$ cat src/rtl/board_io_ctrl.sv
// Board I/O front end: synchronise/debounce buttons and switches, press/release pulses, RGB PWM.
// Optional BOARD_IO_LONG_PRESS_EN adds long-press pulses; all outputs registered, no backpressure.
module board_io_ctrl #(
    parameter int NUM_BUTTONS       = 4,
    parameter int NUM_SWITCHES      = 4,
    parameter int NUM_RGB           = 4,
    parameter int PWM_BITS          = 8,
    parameter int SYNC_STAGES       = 2,
    parameter int DEBOUNCE_CYCLES   = 1000,
    parameter int LONG_PRESS_CYCLES = 50000000
) (
    input  logic                             clk_i,
    input  logic                             rstn_i,
    input  logic [NUM_BUTTONS-1:0]           buttons_i,
    input  logic [NUM_SWITCHES-1:0]          switches_i,
    output logic [NUM_BUTTONS-1:0]           btn_level_o,
    output logic [NUM_BUTTONS-1:0]           btn_press_o,
    output logic [NUM_BUTTONS-1:0]           btn_release_o,
    output logic [NUM_BUTTONS-1:0]           btn_long_o,
    output logic [NUM_SWITCHES-1:0]          sw_level_o,
    input  logic                             pwm_en_i,
    input  logic [NUM_RGB*3*PWM_BITS-1:0]    rgb_duty_i,
    output logic [NUM_RGB*3-1:0]             rgb_leds_o
);

    localparam int NUM_IN = NUM_BUTTONS + NUM_SWITCHES;
    localparam int NUM_CH = NUM_RGB * 3;
    localparam int DB_W   = $clog2(DEBOUNCE_CYCLES);
    localparam logic [DB_W-1:0]     DB_LAST  = DB_W'(DEBOUNCE_CYCLES - 1);
    localparam logic [PWM_BITS-1:0] PWM_LAST = '1;

    if (SYNC_STAGES < 2 || DEBOUNCE_CYCLES < 2 || LONG_PRESS_CYCLES < 2) begin : g_param_check
        $error("board_io_ctrl: SYNC_STAGES, DEBOUNCE_CYCLES and LONG_PRESS_CYCLES must be >= 2");
    end

    // Buttons occupy the low bits, switches the high bits of one shared input vector.
    logic [NUM_IN-1:0] w_raw;
    logic [NUM_IN-1:0] w_synced;
    logic [NUM_IN-1:0] r_sync [SYNC_STAGES];

    assign w_raw    = {switches_i, buttons_i};
    assign w_synced = r_sync[SYNC_STAGES-1];

    always_ff @(posedge clk_i) begin
        if (!rstn_i) begin
            for (int s = 0; s < SYNC_STAGES; s++) r_sync[s] <= '0;
        end else begin
            r_sync[0] <= w_raw;
            for (int s = 1; s < SYNC_STAGES; s++) r_sync[s] <= r_sync[s-1];
        end
    end

    logic [DB_W-1:0]        r_db_cnt [NUM_IN];
    logic [NUM_IN-1:0]      r_level;
    logic [NUM_IN-1:0]      w_diff;
    logic [NUM_IN-1:0]      w_toggle;
    logic [NUM_BUTTONS-1:0] r_press;
    logic [NUM_BUTTONS-1:0] r_release;

    always_comb begin
        w_diff   = w_synced ^ r_level;
        w_toggle = '0;
        for (int i = 0; i < NUM_IN; i++) w_toggle[i] = w_diff[i] && (r_db_cnt[i] == DB_LAST);
    end

    // Pulses are registered alongside the level so they share its first cycle.
    always_ff @(posedge clk_i) begin
        if (!rstn_i) begin
            r_level   <= '0;
            r_press   <= '0;
            r_release <= '0;
            for (int i = 0; i < NUM_IN; i++) r_db_cnt[i] <= '0;
        end else begin
            r_level   <= r_level ^ w_toggle;
            r_press   <= w_toggle[NUM_BUTTONS-1:0] & ~r_level[NUM_BUTTONS-1:0];
            r_release <= w_toggle[NUM_BUTTONS-1:0] &  r_level[NUM_BUTTONS-1:0];
            for (int i = 0; i < NUM_IN; i++)
                r_db_cnt[i] <= (w_diff[i] && !w_toggle[i]) ? r_db_cnt[i] + DB_W'(1) : '0;
        end
    end

    assign btn_level_o   = r_level[NUM_BUTTONS-1:0];
    assign sw_level_o    = r_level[NUM_IN-1:NUM_BUTTONS];
    assign btn_press_o   = r_press;
    assign btn_release_o = r_release;

`ifdef BOARD_IO_LONG_PRESS_EN
    localparam int LP_W = $clog2(LONG_PRESS_CYCLES + 1);
    localparam logic [LP_W-1:0] LP_SAT  = LP_W'(LONG_PRESS_CYCLES);
    localparam logic [LP_W-1:0] LP_FIRE = LP_W'(LONG_PRESS_CYCLES - 1);

    logic [LP_W-1:0]        r_lp_cnt [NUM_BUTTONS];
    logic [NUM_BUTTONS-1:0] r_long;

    // Saturating one past the fire value guarantees a single pulse per press.
    always_ff @(posedge clk_i) begin
        if (!rstn_i) begin
            r_long <= '0;
            for (int b = 0; b < NUM_BUTTONS; b++) r_lp_cnt[b] <= '0;
        end else begin
            for (int b = 0; b < NUM_BUTTONS; b++) begin
                r_long[b] <= r_level[b] && (r_lp_cnt[b] == LP_FIRE);
                if (!r_level[b])
                    r_lp_cnt[b] <= '0;
                else if (r_lp_cnt[b] != LP_SAT)
                    r_lp_cnt[b] <= r_lp_cnt[b] + LP_W'(1);
            end
        end
    end

    assign btn_long_o = r_long;
`else
    assign btn_long_o = '0;
`endif

    logic [PWM_BITS-1:0] r_pwm_cnt;
    logic [PWM_BITS-1:0] w_cnt_nxt;
    logic                r_en_d;
    logic                w_load;
    logic [PWM_BITS-1:0] r_shadow     [NUM_CH];
    logic [PWM_BITS-1:0] w_shadow_nxt [NUM_CH];
    logic [NUM_CH-1:0]   r_leds;

    // Duties are captured only at a period boundary or on the first enabled edge.
    always_comb begin
        w_cnt_nxt = pwm_en_i ? r_pwm_cnt + PWM_BITS'(1) : '0;
        w_load    = pwm_en_i && (!r_en_d || (r_pwm_cnt == PWM_LAST));
        for (int c = 0; c < NUM_CH; c++)
            w_shadow_nxt[c] = w_load ? rgb_duty_i[c*PWM_BITS +: PWM_BITS] : r_shadow[c];
    end

    always_ff @(posedge clk_i) begin
        if (!rstn_i) begin
            r_pwm_cnt <= '0;
            r_en_d    <= 1'b0;
            r_leds    <= '0;
            for (int c = 0; c < NUM_CH; c++) r_shadow[c] <= '0;
        end else begin
            r_pwm_cnt <= w_cnt_nxt;
            r_en_d    <= pwm_en_i;
            for (int c = 0; c < NUM_CH; c++) begin
                r_shadow[c] <= w_shadow_nxt[c];
                r_leds[c]   <= pwm_en_i && (w_cnt_nxt < w_shadow_nxt[c]);
            end
        end
    end

    assign rgb_leds_o = r_leds;

endmodule
$ cat config.mk
export PLATFORM = sky130hd
export DESIGN_NAME = board_io_ctrl
export DESIGN_NICKNAME = d
export VERILOG_FILES = /design/src/rtl/board_io_ctrl.sv
export SDC_FILE = /design/constraint.sdc
export NUM_CORES = 1
export LEC_CHECK = 0
export CORE_MARGIN = 5
export CORE_UTILIZATION = 55
export DETAILED_ROUTE_END_ITERATION = 16
export GPL_TIMING_DRIVEN = 0
export PLACE_DENSITY_LB_ADDON = 0.25
export REMOVE_ABC_BUFFERS = 1
export SKIP_LAST_GASP = 1
export SLEW_MARGIN = 5
export SYNTH_ARGS = -nofsm -noshare
export SYNTH_HDL_FRONTEND = slang
export SYNTH_SLANG_ARGS = --single-unit
$ cat constraint.sdc
create_clock -name clk_i -period 3.55 [get_ports clk_i]
set_clock_uncertainty 0.15 [all_clocks]
set_input_delay 0.71 -clock clk_i [delete_from_list [all_inputs] [get_ports clk_i]]
set_output_delay 0.71 -clock clk_i [all_outputs]
set_load 0.01 [all_outputs]
==> metrics.md <==
| Metric | Value |
|---|---|
| Die height | between 100 and 150 um |
| Share of cells above drive strength 1 | 5.81% |
| Hold Buf Count CTS | 0 |
| Post-Synthesis Cells | between 1,000 and 1,500 |
| CP Launch Type | register |
| Worst min-delay path category | register to register |
| Area added between synthesis and finish | 24.1% |
| I/O pins | 139 |
| CP Class | register to register |
| Final antenna-violating net count | 0 |
| Slew Viols, Final | 0 |
| P per Cell Area | roughly 450 nW/um2 |
| Total inserted antenna cells | 0 |
| Final hold vios | 0 |
| Core Region | 18,800 um2 |
| Register area share after synthesis | 43.7% |
| RSZ-0062 raised after global routing | false |
| CP arrival | between 3 and 4 ns |
| Most frequent cells in the layout | dfxtp_1, nor2_1, clkdlybuf4s50_1, ha_1, mux2i_1 |
| Clock sink count | 229 |
| Initial Util | 55.9% |
| Routed vias | 8,182 |
| Die width | 148 um |
| Vias in the first global route | 8,073 |
| Clock Tree Root | clkbuf_16 |
| Clock Latency Late Sink | around 0.52 ns |
| Global-route usage over all layers | 20.9% |
| Commonest non-fill, non-tap cell in the layout | dfxtp_1 |
| Via density | 5.43 |
| Ys async rst share | 0% |
| Crit-path max FO | 19 |
| Tmin final | 3.38 ns |
| First-pass GRT wire length | about 38,000 um |
| Largest net degree at the start of global routing | roughly 110 |
| Slew @ Worst Pin | 1.19 ns |
| Synth Area per Inst | roughly 9.4 um2 |
| Post-DR wirelength/cell | about 15 um |
| Peak Freq | 295 MHz |
| Max_cap viols | 0 |
| Gpl congestion | 0.797 |
| Register bit total from synthesis | approximately 230 |
| Leakage | approximately 5.5 nW |
| Endpoints failing setup | 0 |
| Tcrit/Tclk final | 95.4% |
| Top_reg_cell synth | dfxtp_1 |
| CTS H-tree lvls | 1 |
| Clock transition at the registers of the reported paths | 0.06 ns |
| Post-DP HPWL | about 16,000 um |
| Die area | between 20,000 and 25,000 um2 |
| Pre-Repair DR Iteration Count | 5 |
| Rel. slew slack | about a fifth |
| Post-synth EDFFs | 0 |
| Req. time, crit path | around 3.8 ns |
| Max VDD drop | approximately 0.37 mV |
| Initial antenna violation count | 2 |
| CTS tree | done |
| Initial DRC count | 357 |
| Routed WL | between 20,000 and 25,000 um |
| Clk buf depth | 3 |
| Final nets | approximately 1,500 |
| Total Power | 5.92 mW |
| Cell Rows | 50 |
| Critical path capture point type | register |
| Ys Warns | 0 |
| DRC errors left | 0 |
| CTS Buf Count | 26 |
| Layout fillers | 1,446 |
| Synth unique cells | between 40 and 50 |
| Final core occ | 69.4% |
| Synth Cell Area | 10,500 um2 |
| Status | completed |
| PortBufs | 134 |
| Global route overflow | 0 |
==> final timing paths <==
path                      startpoint  cells past startpoint  slack (ns)                        to
max          r_pwm_cnt[0]$_SDFF_PN0_                     12        0.17  rgb_leds_o[6]$_SDFF_PN0_
max reg2reg  r_pwm_cnt[0]$_SDFF_PN0_                     12        0.17  rgb_leds_o[6]$_SDFF_PN0_
min reg2reg  r_sync[0][6]$_SDFF_PN0_                      1        0.28  r_sync[0][14]$_SDFF_PN0_
min          r_sync[0][6]$_SDFF_PN0_                      1        0.28  r_sync[0][14]$_SDFF_PN0_
==> registers in the layout, summed over array words and instances (netlist names), named ones only <==
signal,cells
r_pwm_cnt,8
btn_release_o,4
btn_press_o,4
r_db_cnt,80
r_en_d,1
r_sync,16
r_shadow,96
rgb_leds_o,12
==> Yosys cell counts (17+ instances only) <==
cell type	number	area [um2]
and3_1	22	138
ha_1	93	1160
clkbuf_1	17	63.8
xnor2_1	39	342
mux2i_1	92	921
dfxtp_1	229	4580
nor2_1	204	766
nand2_1	76	285
nand4_1	26	163
a21oi_1	37	185
nand3_1	59	295
xor2_1	39	342
nor3_1	18	90.1
and2_1	26	163
==> final cells by class <==
type / instances / area (um2) / share of cell area (%)
well taps: 234 / 293 / 2.25
flip-flops and latches: 229 / 4580 / 35.2
inverters: 15 / 68.8 / 0.528
clock buffers: 37 / 793 / 6.09
repair buffers: 147 / 1560 / 12.0
clock inverters: 11 / 87.6 / 0.672
multi-input cells: 834 / 5650 / 43.3
==> stage by stage <==
step | TNS, ns | hold WS [ns] | instances | setup slack [ns] | area (um2)
after floorplan | -17.02 | 0.262 | 1078 | -1.03 | 10300
after global placement | -307.43 | 0.265 | 1446 | -3.05 | 11900
after detailed placement | -24.43 | 0.272 | 1455 | -0.946 | 12100
after CTS | 0 | 0.286 | 1504 | 0.0513 | 13000
after global routing | 0 | 0.294 | 1507 | 0.00359 | 13000
final | 0 | 0.283 | 1507 | 0.165 | 13000
==> power by group <==
group          internal [mW]  total (mW)  leakage [nW]  switching (mW)
Combinational          0.297       0.575          3.23           0.278
Clock                   1.62        2.65         0.435            1.03
Sequential              2.66        2.69          1.87          0.0315
==> critical path: stages, from the launching register on <==
cell and delay (ns):
dfxtp_1 0.39, ha_2 0.26, and4_1 0.29, a21boi_4 0.22
buf_12 0.21, buf_16 0.19, buf_16 0.18, mux2i_2 0.27
ha_1 0.28, a21o_1 0.18, a211o_1 0.29, a211o_1 0.22
a31oi_1 0.15
==> layer usage <==
layer	global-route usage [%]	routed length [um]	share of wire, %
met1	26.0	10200	44
met2	36.4	11000	48
met3	3.93	1090	4.7
met4	7.48	722	3.1
met5	0	21	0.091
==> timing repair <==
| item | 4_1_cts | 5_1_grt |
|---|---|---|
| pin swaps | 0 | 1 |
| setup endpoints to repair | 20 | 6 |
| resized for setup | 5 | 2 |
| setup buffers | 1 | 2 |
==> cell families after synthesis <==
kind of cell / Yosys count / synth area share [%]
AO/OA/AOI/OAI: 88 / 5.61
other: 1 / 0.0357
XOR/XNOR: 78 / 6.51
adder cells (fa/ha/maj): 93 / 11.1
multiplexers: 92 / 8.77
flip-flops: 229 / 43.7
AND/OR/NAND/NOR: 479 / 21.4
buffers and inverters: 55 / 2.92
(Power assumes the default switching activity.)
==> RTL edit 1: new RTL, same flow settings <==
The option `BOARD_IO_LONG_PRESS_EN` is turned on by a define.
--- a/src/rtl/board_io_ctrl.sv
+++ b/src/rtl/board_io_ctrl.sv
@@ -1,5 +1,7 @@
 // Board I/O front end: synchronise/debounce buttons and switches, press/release pulses, RGB PWM.
 // Optional BOARD_IO_LONG_PRESS_EN adds long-press pulses; all outputs registered, no backpressure.
+`define BOARD_IO_LONG_PRESS_EN
+
 module board_io_ctrl #(
     parameter int NUM_BUTTONS       = 4,
     parameter int NUM_SWITCHES      = 4,
Function: same outputs for any inputs over 10 cycles, from zero or initial values and one cycle with rstn_i low; that may be too few to reach the edited logic, so the function may still have changed.
==> RTL edit 1 against the unedited design <==
  * First-iteration DRC count rose by 82%
  * Utilization shrank 2.7 points
  * Sequential share of layout area up 3.9 points
  * Cell area is 53% higher
  * Via count rose by 53%
  * Total power rose by 46%
  * Area after synthesis increased by 59%
  * Setup slack better by 0.092 ns
  * Routed wire length grew 56%
  * Global-route usage fell by 0.27 points
  * Sequential cell count up 108
  * Critical path type unchanged
==> RTL edit 1: results <==
set metrics [dict create \
    dp_hpwl_um 23800 \
    path_class "reg -> reg" \
    r2r_cells 10 \
    crit_path_max_incr_delay_ns 0.46 \
    drt-initial-drc-count 651 \
    portBuffers 138 \
    max-clock-path-buffers 3 \
    synth_edf_count 104 \
    ys_seq_area_share_pct 46.5 \
    met3_length_um 1790 \
    clkLatencyLatePin_ns 0.51 \
    fill_cells 2335 \
    grt_start_max_net_pins 95 \
    critPathMaxFanout 46 \
    cp.arrival_ns 3.60 \
    yosysWarnings 0 \
    holdPathStages 1 \
    met2_length_um 17000 \
    status "finished, final reports clean" \
    grt.total_usage_pct 20.6 \
    relSlewSlack_pct 7.64 \
    leakagePower_nw 7.50 \
    drive_gt1_share_pct 5.67 \
    p_int_mw 6.85 \
    synth_area_leaders "dfxtp_1 (28%), edfxtp_1 (19%), ha_1 (7.5%)" \
    grt_pass1_vias 12400 \
    post_dp_cell_area_mm2 0.0185 \
    numCtsBuffers 38 \
    reg_top3 "r_lp_cnt x104, r_shadow x96, r_db_cnt x80" \
    hold_buffers 0 \
    clk_pin_slew_ns 0.06 \
    drt_wl_total_um 35900 \
    drtPass1Iterations 7 \
    vias 12500 \
    htree_levels 2 \
    hold_class "reg -> reg" \
    cts-root-buf "clkbuf_16" \
    vdd.ir_drop.worst_mv 0.617 \
    place_congestion 0.824 \
    fin_nets 2014 \
    ys_top_cells_by_count "dfxtp_1 (233), nor2_1 (166), nor2b_1 (105), edfxtp_1 (104), ha_1 (101)" \
    rr_startpoint "r_pwm_cnt[0]$_SDFF_PN0_" \
    cpMaxStageDelayCell "o22a_4" \
    grt_pass1_wl_um 59000 \
    synth.distinct_cells 56 \
    met1_length_um 16100 \
    antenna_found_initial 7 \
]
==> RTL edit 1: cell types whose count changed in the layout (fill, tap and decap cells not counted), moves of 23 or more <==
cell	change
or4_1	+31
o31ai_1	+27
nand4_1	+24
nor2_1	-41
nor3_1	+24
inv_1	+25
edfxtp_1	+104
nor2b_1	+98
xnor2_1	+34
a21oi_1	+26
or3_1	+23
o21ai_0	+24
==> RTL edit 1: area by class of cell <==
cell class,instances,area share [%]
Antenna cell,2,0.0251
Clock buffer,57,5.91
Clock inverter,12,0.659
Inverter,40,0.772
Multi-Input combinational cell,1239,43.3
Sequential cell,337,39.1
Tap cell,390,2.45
Timing Repair Buffer,150,7.82
==> RTL edit 1: worst reg2reg max path: cells and delay by family (launching register included) <==
family	cells	cell delay, ns
AOI/OAI and AO/OA	4	0.98
and+or+nand+nor	2	0.56
adders and majority gates	2	0.55
DFF	1	0.41
muxes	1	0.33
buffers and inverters	1	0.26
==> RTL edit 1: stage by stage <==
step                      std cells  setup slack, ns  utilization, %  setup TNS (ns)  hold slack, ns
after floorplan                1614            -1.69               -          -84.33           0.262
after global placement         2142            -3.79            61.4        -1125.54           0.267
after detailed placement       2149           -0.803            62.1           -7.07           0.273
after CTS                      2220           0.0433            66.5               0           0.286
after global routing           2227           0.0573            66.7               0           0.307
final                          2227            0.257            66.7               0           0.281
==> RTL edit 1: worst paths after layout <==
path                                   end  slack [ns]
hold / removal    r_sync[0][14]$_SDFF_PN0_        0.28
hold reg to reg   r_sync[0][14]$_SDFF_PN0_        0.28
setup reg to reg  rgb_leds_o[8]$_SDFF_PN0_        0.26
setup / recovery  rgb_leds_o[8]$_SDFF_PN0_        0.26
==> RTL edit 1: power groups by stage <==
stage | logic (mW) | registers (mW) | clock network (mW)
6_report | 0.580 | 4.06 | 4.02
5_1_grt | 0.642 | 4.07 | 4.29
4_1_cts | 0.582 | 4.06 | 4.12
3_5_place_dp | 0.570 | 4.14 | 0
3_3_place_gp | 0.572 | 4.14 | 0
2_1_floorplan | 0.322 | 4.14 | 0
==> RTL edit 1: layer usage <==
metal / track usage [%] / vias to the layer above
met5: 0 / -
met4: 6.33 / 10
met2: 35.4 / 210
met1: 26.1 / 5916
li1: - / 6328
met3: 4.52 / 76
==> RTL edit 1: logic make-up (layout without fill, tap and decap cells) <==
family / Yosys count / in the layout / share of synthesized area [%]
xor+xnor: 125 / 125 / 6.54
compound gates: 198 / 200 / 7.84
fa+ha+maj: 101 / 101 / 7.55
mux: 92 / 92 / 5.50
buf+inv: 100 / 259 / 2.47
simple gates: 721 / 721 / 23.6
flops: 337 / 337 / 46.5
other cells: 0 / 2 / 0
==> RTL edit 1: repair_timing <==
action                                  CTS  global route
pin swaps                                 1             1
resized for setup                         0             3
buffers inserted                          0             5
cloned                                    2             0
endpoints found under the setup margin    7             7
==> RTL edit 2: new RTL, config.mk and constraints unchanged <==
Made on the original files. Add an input register stage for `buttons_i`, without a reset; this delays it by one clock. The other inputs are not delayed to match.
--- a/src/rtl/board_io_ctrl.sv
+++ b/src/rtl/board_io_ctrl.sv
@@ -29,6 +29,12 @@
     localparam logic [DB_W-1:0]     DB_LAST  = DB_W'(DEBOUNCE_CYCLES - 1);
     localparam logic [PWM_BITS-1:0] PWM_LAST = '1;
 
+    logic [NUM_BUTTONS-1:0] buttons_q;
+
+    always_ff @(posedge clk_i) begin
+        buttons_q <= buttons_i;
+    end
+
     if (SYNC_STAGES < 2 || DEBOUNCE_CYCLES < 2 || LONG_PRESS_CYCLES < 2) begin : g_param_check
         $error("board_io_ctrl: SYNC_STAGES, DEBOUNCE_CYCLES and LONG_PRESS_CYCLES must be >= 2");
     end
@@ -38,7 +44,7 @@
     logic [NUM_IN-1:0] w_synced;
     logic [NUM_IN-1:0] r_sync [SYNC_STAGES];
 
-    assign w_raw    = {switches_i, buttons_i};
+    assign w_raw    = {switches_i, buttons_q};
     assign w_synced = r_sync[SYNC_STAGES-1];
 
     always_ff @(posedge clk_i) begin
Function: no difference found for any inputs over 10 cycles, from zero or initial values and one cycle with rstn_i low; that may be too few to reach the edited logic, so the function may still have changed.
==> RTL edit 2 against the unedited design <==
  * First-iteration DRC count shrank 6.4%
  * Via count shrank 1.6%
  * Combinational power is essentially flat
  * Synthesized cell count grew 0.27%
  * Total power grew 2.5%
  * Global-route usage shrank 0.38 points
  * Sequential cell count grew 4
  * Area after synthesis grew 0.99%
  * Cell area grew 0.97%
  * Setup slack gained 0.13 ns
  * Routed wire length shrank 1.6%
==> RTL edit 2: results <==
set metrics [dict create \
    status "finished, final reports clean" \
    numCtsBuffers 25 \
    min_from "buttons_q[1]$_DFF_P_" \
    met1_length_um 10600 \
    whs_ns 0.289 \
    critPathMaxFanout 16 \
    grt_start_max_net_pins 84 \
    via_per_inst 5.25 \
    routed.top_layer "met4" \
    r2r_cells 10 \
    r2r_setup_slack_ns 0.30 \
    antenna_found_initial 0 \
    met2_length_um 10600 \
    critPathRequiredTime_ns 3.85 \
    detail_route.wl_per_cell_um 14.8 \
    met3_length_um 1120 \
    fill_cells 1475 \
    synth.area.mux_share_pct 8.69 \
    synth_compound_area_share_pct 5.59 \
    place_congestion 0.808 \
    crit_path_max_incr_delay_ns 0.42 \
    p_int_mw 4.75 \
    synthAdderAreaFrac_pct 11.0 \
    relSlewSlack_pct 22.2 \
    grt_pass1_wl_um 37700 \
    ys_seq_area_share_pct 44.0 \
]
[RTL edit 2: path summary, 6_finish.rpt]
path                                   end
setup / recovery  rgb_leds_o[8]$_SDFF_PN0_
hold / removal     r_sync[0][1]$_SDFF_PN0_
setup reg to reg  rgb_leds_o[8]$_SDFF_PN0_
hold reg to reg    r_sync[0][1]$_SDFF_PN0_
[RTL edit 2: logic make-up (layout without fill, tap and decap cells)]
group	Yosys count	in the layout
muxes	92	92
DFF	233	233
buffers and inverters	56	208
AOI/OAI and AO/OA	88	88
and+or+nand+nor	477	477
other	1	4
adders and majority gates	93	93
xor gates and xnor gates	78	78
[RTL edit 2: power by group through the flow]
stage | clock network (mW) | registers [mW] | logic (mW)
after floorplan | 0 | 2.79 | 0.314
after global placement | 0 | 2.79 | 0.545
after detailed placement | 0 | 2.79 | 0.569
after CTS | 2.83 | 2.74 | 0.579
after global routing | 2.94 | 2.74 | 0.645
final | 2.76 | 2.74 | 0.574
[RTL edit 2: repair_timing]
item,4_1_cts,5_1_grt
setup buffers,4,0
setup endpoints to repair,10,11
pin swaps,0,0
gates resized for setup,1,4
[RTL edit 2: worst max-delay path: cells and delay by family, from the launching register on]
family / cells / cell delay, ns
buffers and inverters: 1 / 0.22
AO/OA/AOI/OAI: 5 / 1.35
AND/OR/NAND/NOR: 1 / 0.25
flip-flops: 1 / 0.42
multiplexers: 1 / 0.25
adder cells (fa/ha/maj): 2 / 0.54
[RTL edit 2: area by class of cell]
| cell class | count | share of cell area [%] |
|---|---|---|
| flip-flops and latches | 233 | 35.4 |
| clock inverters | 8 | 1.11 |
| inverters | 18 | 0.532 |
| multi-input cells | 832 | 42.9 |
| clock buffers | 36 | 5.68 |
| repair buffers | 146 | 11.8 |
| well taps | 260 | 2.47 |
[RTL edit 2: routing by layer]
layer / up-vias / GRT usage (%)
met5: - / 0
met4: 0 / 4.76
met2: 137 / 34.8
met1: 3737 / 27.5
met3: 35 / 3.65
li1: 4143 / -
[RTL edit 2: through the flow]
stage                     setup WS [ns]  instances  utilization (%)  total power [mW]
after global placement            -2.90       1477             63.9              3.34
after global routing             0.0101       1533             69.9              6.33
after floorplan                  -0.991       1083                -              3.10
final                             0.300       1533             69.9              6.07
after detailed placement          -1.06       1485             64.9              3.36
after CTS                        0.0150       1533             69.9              6.14
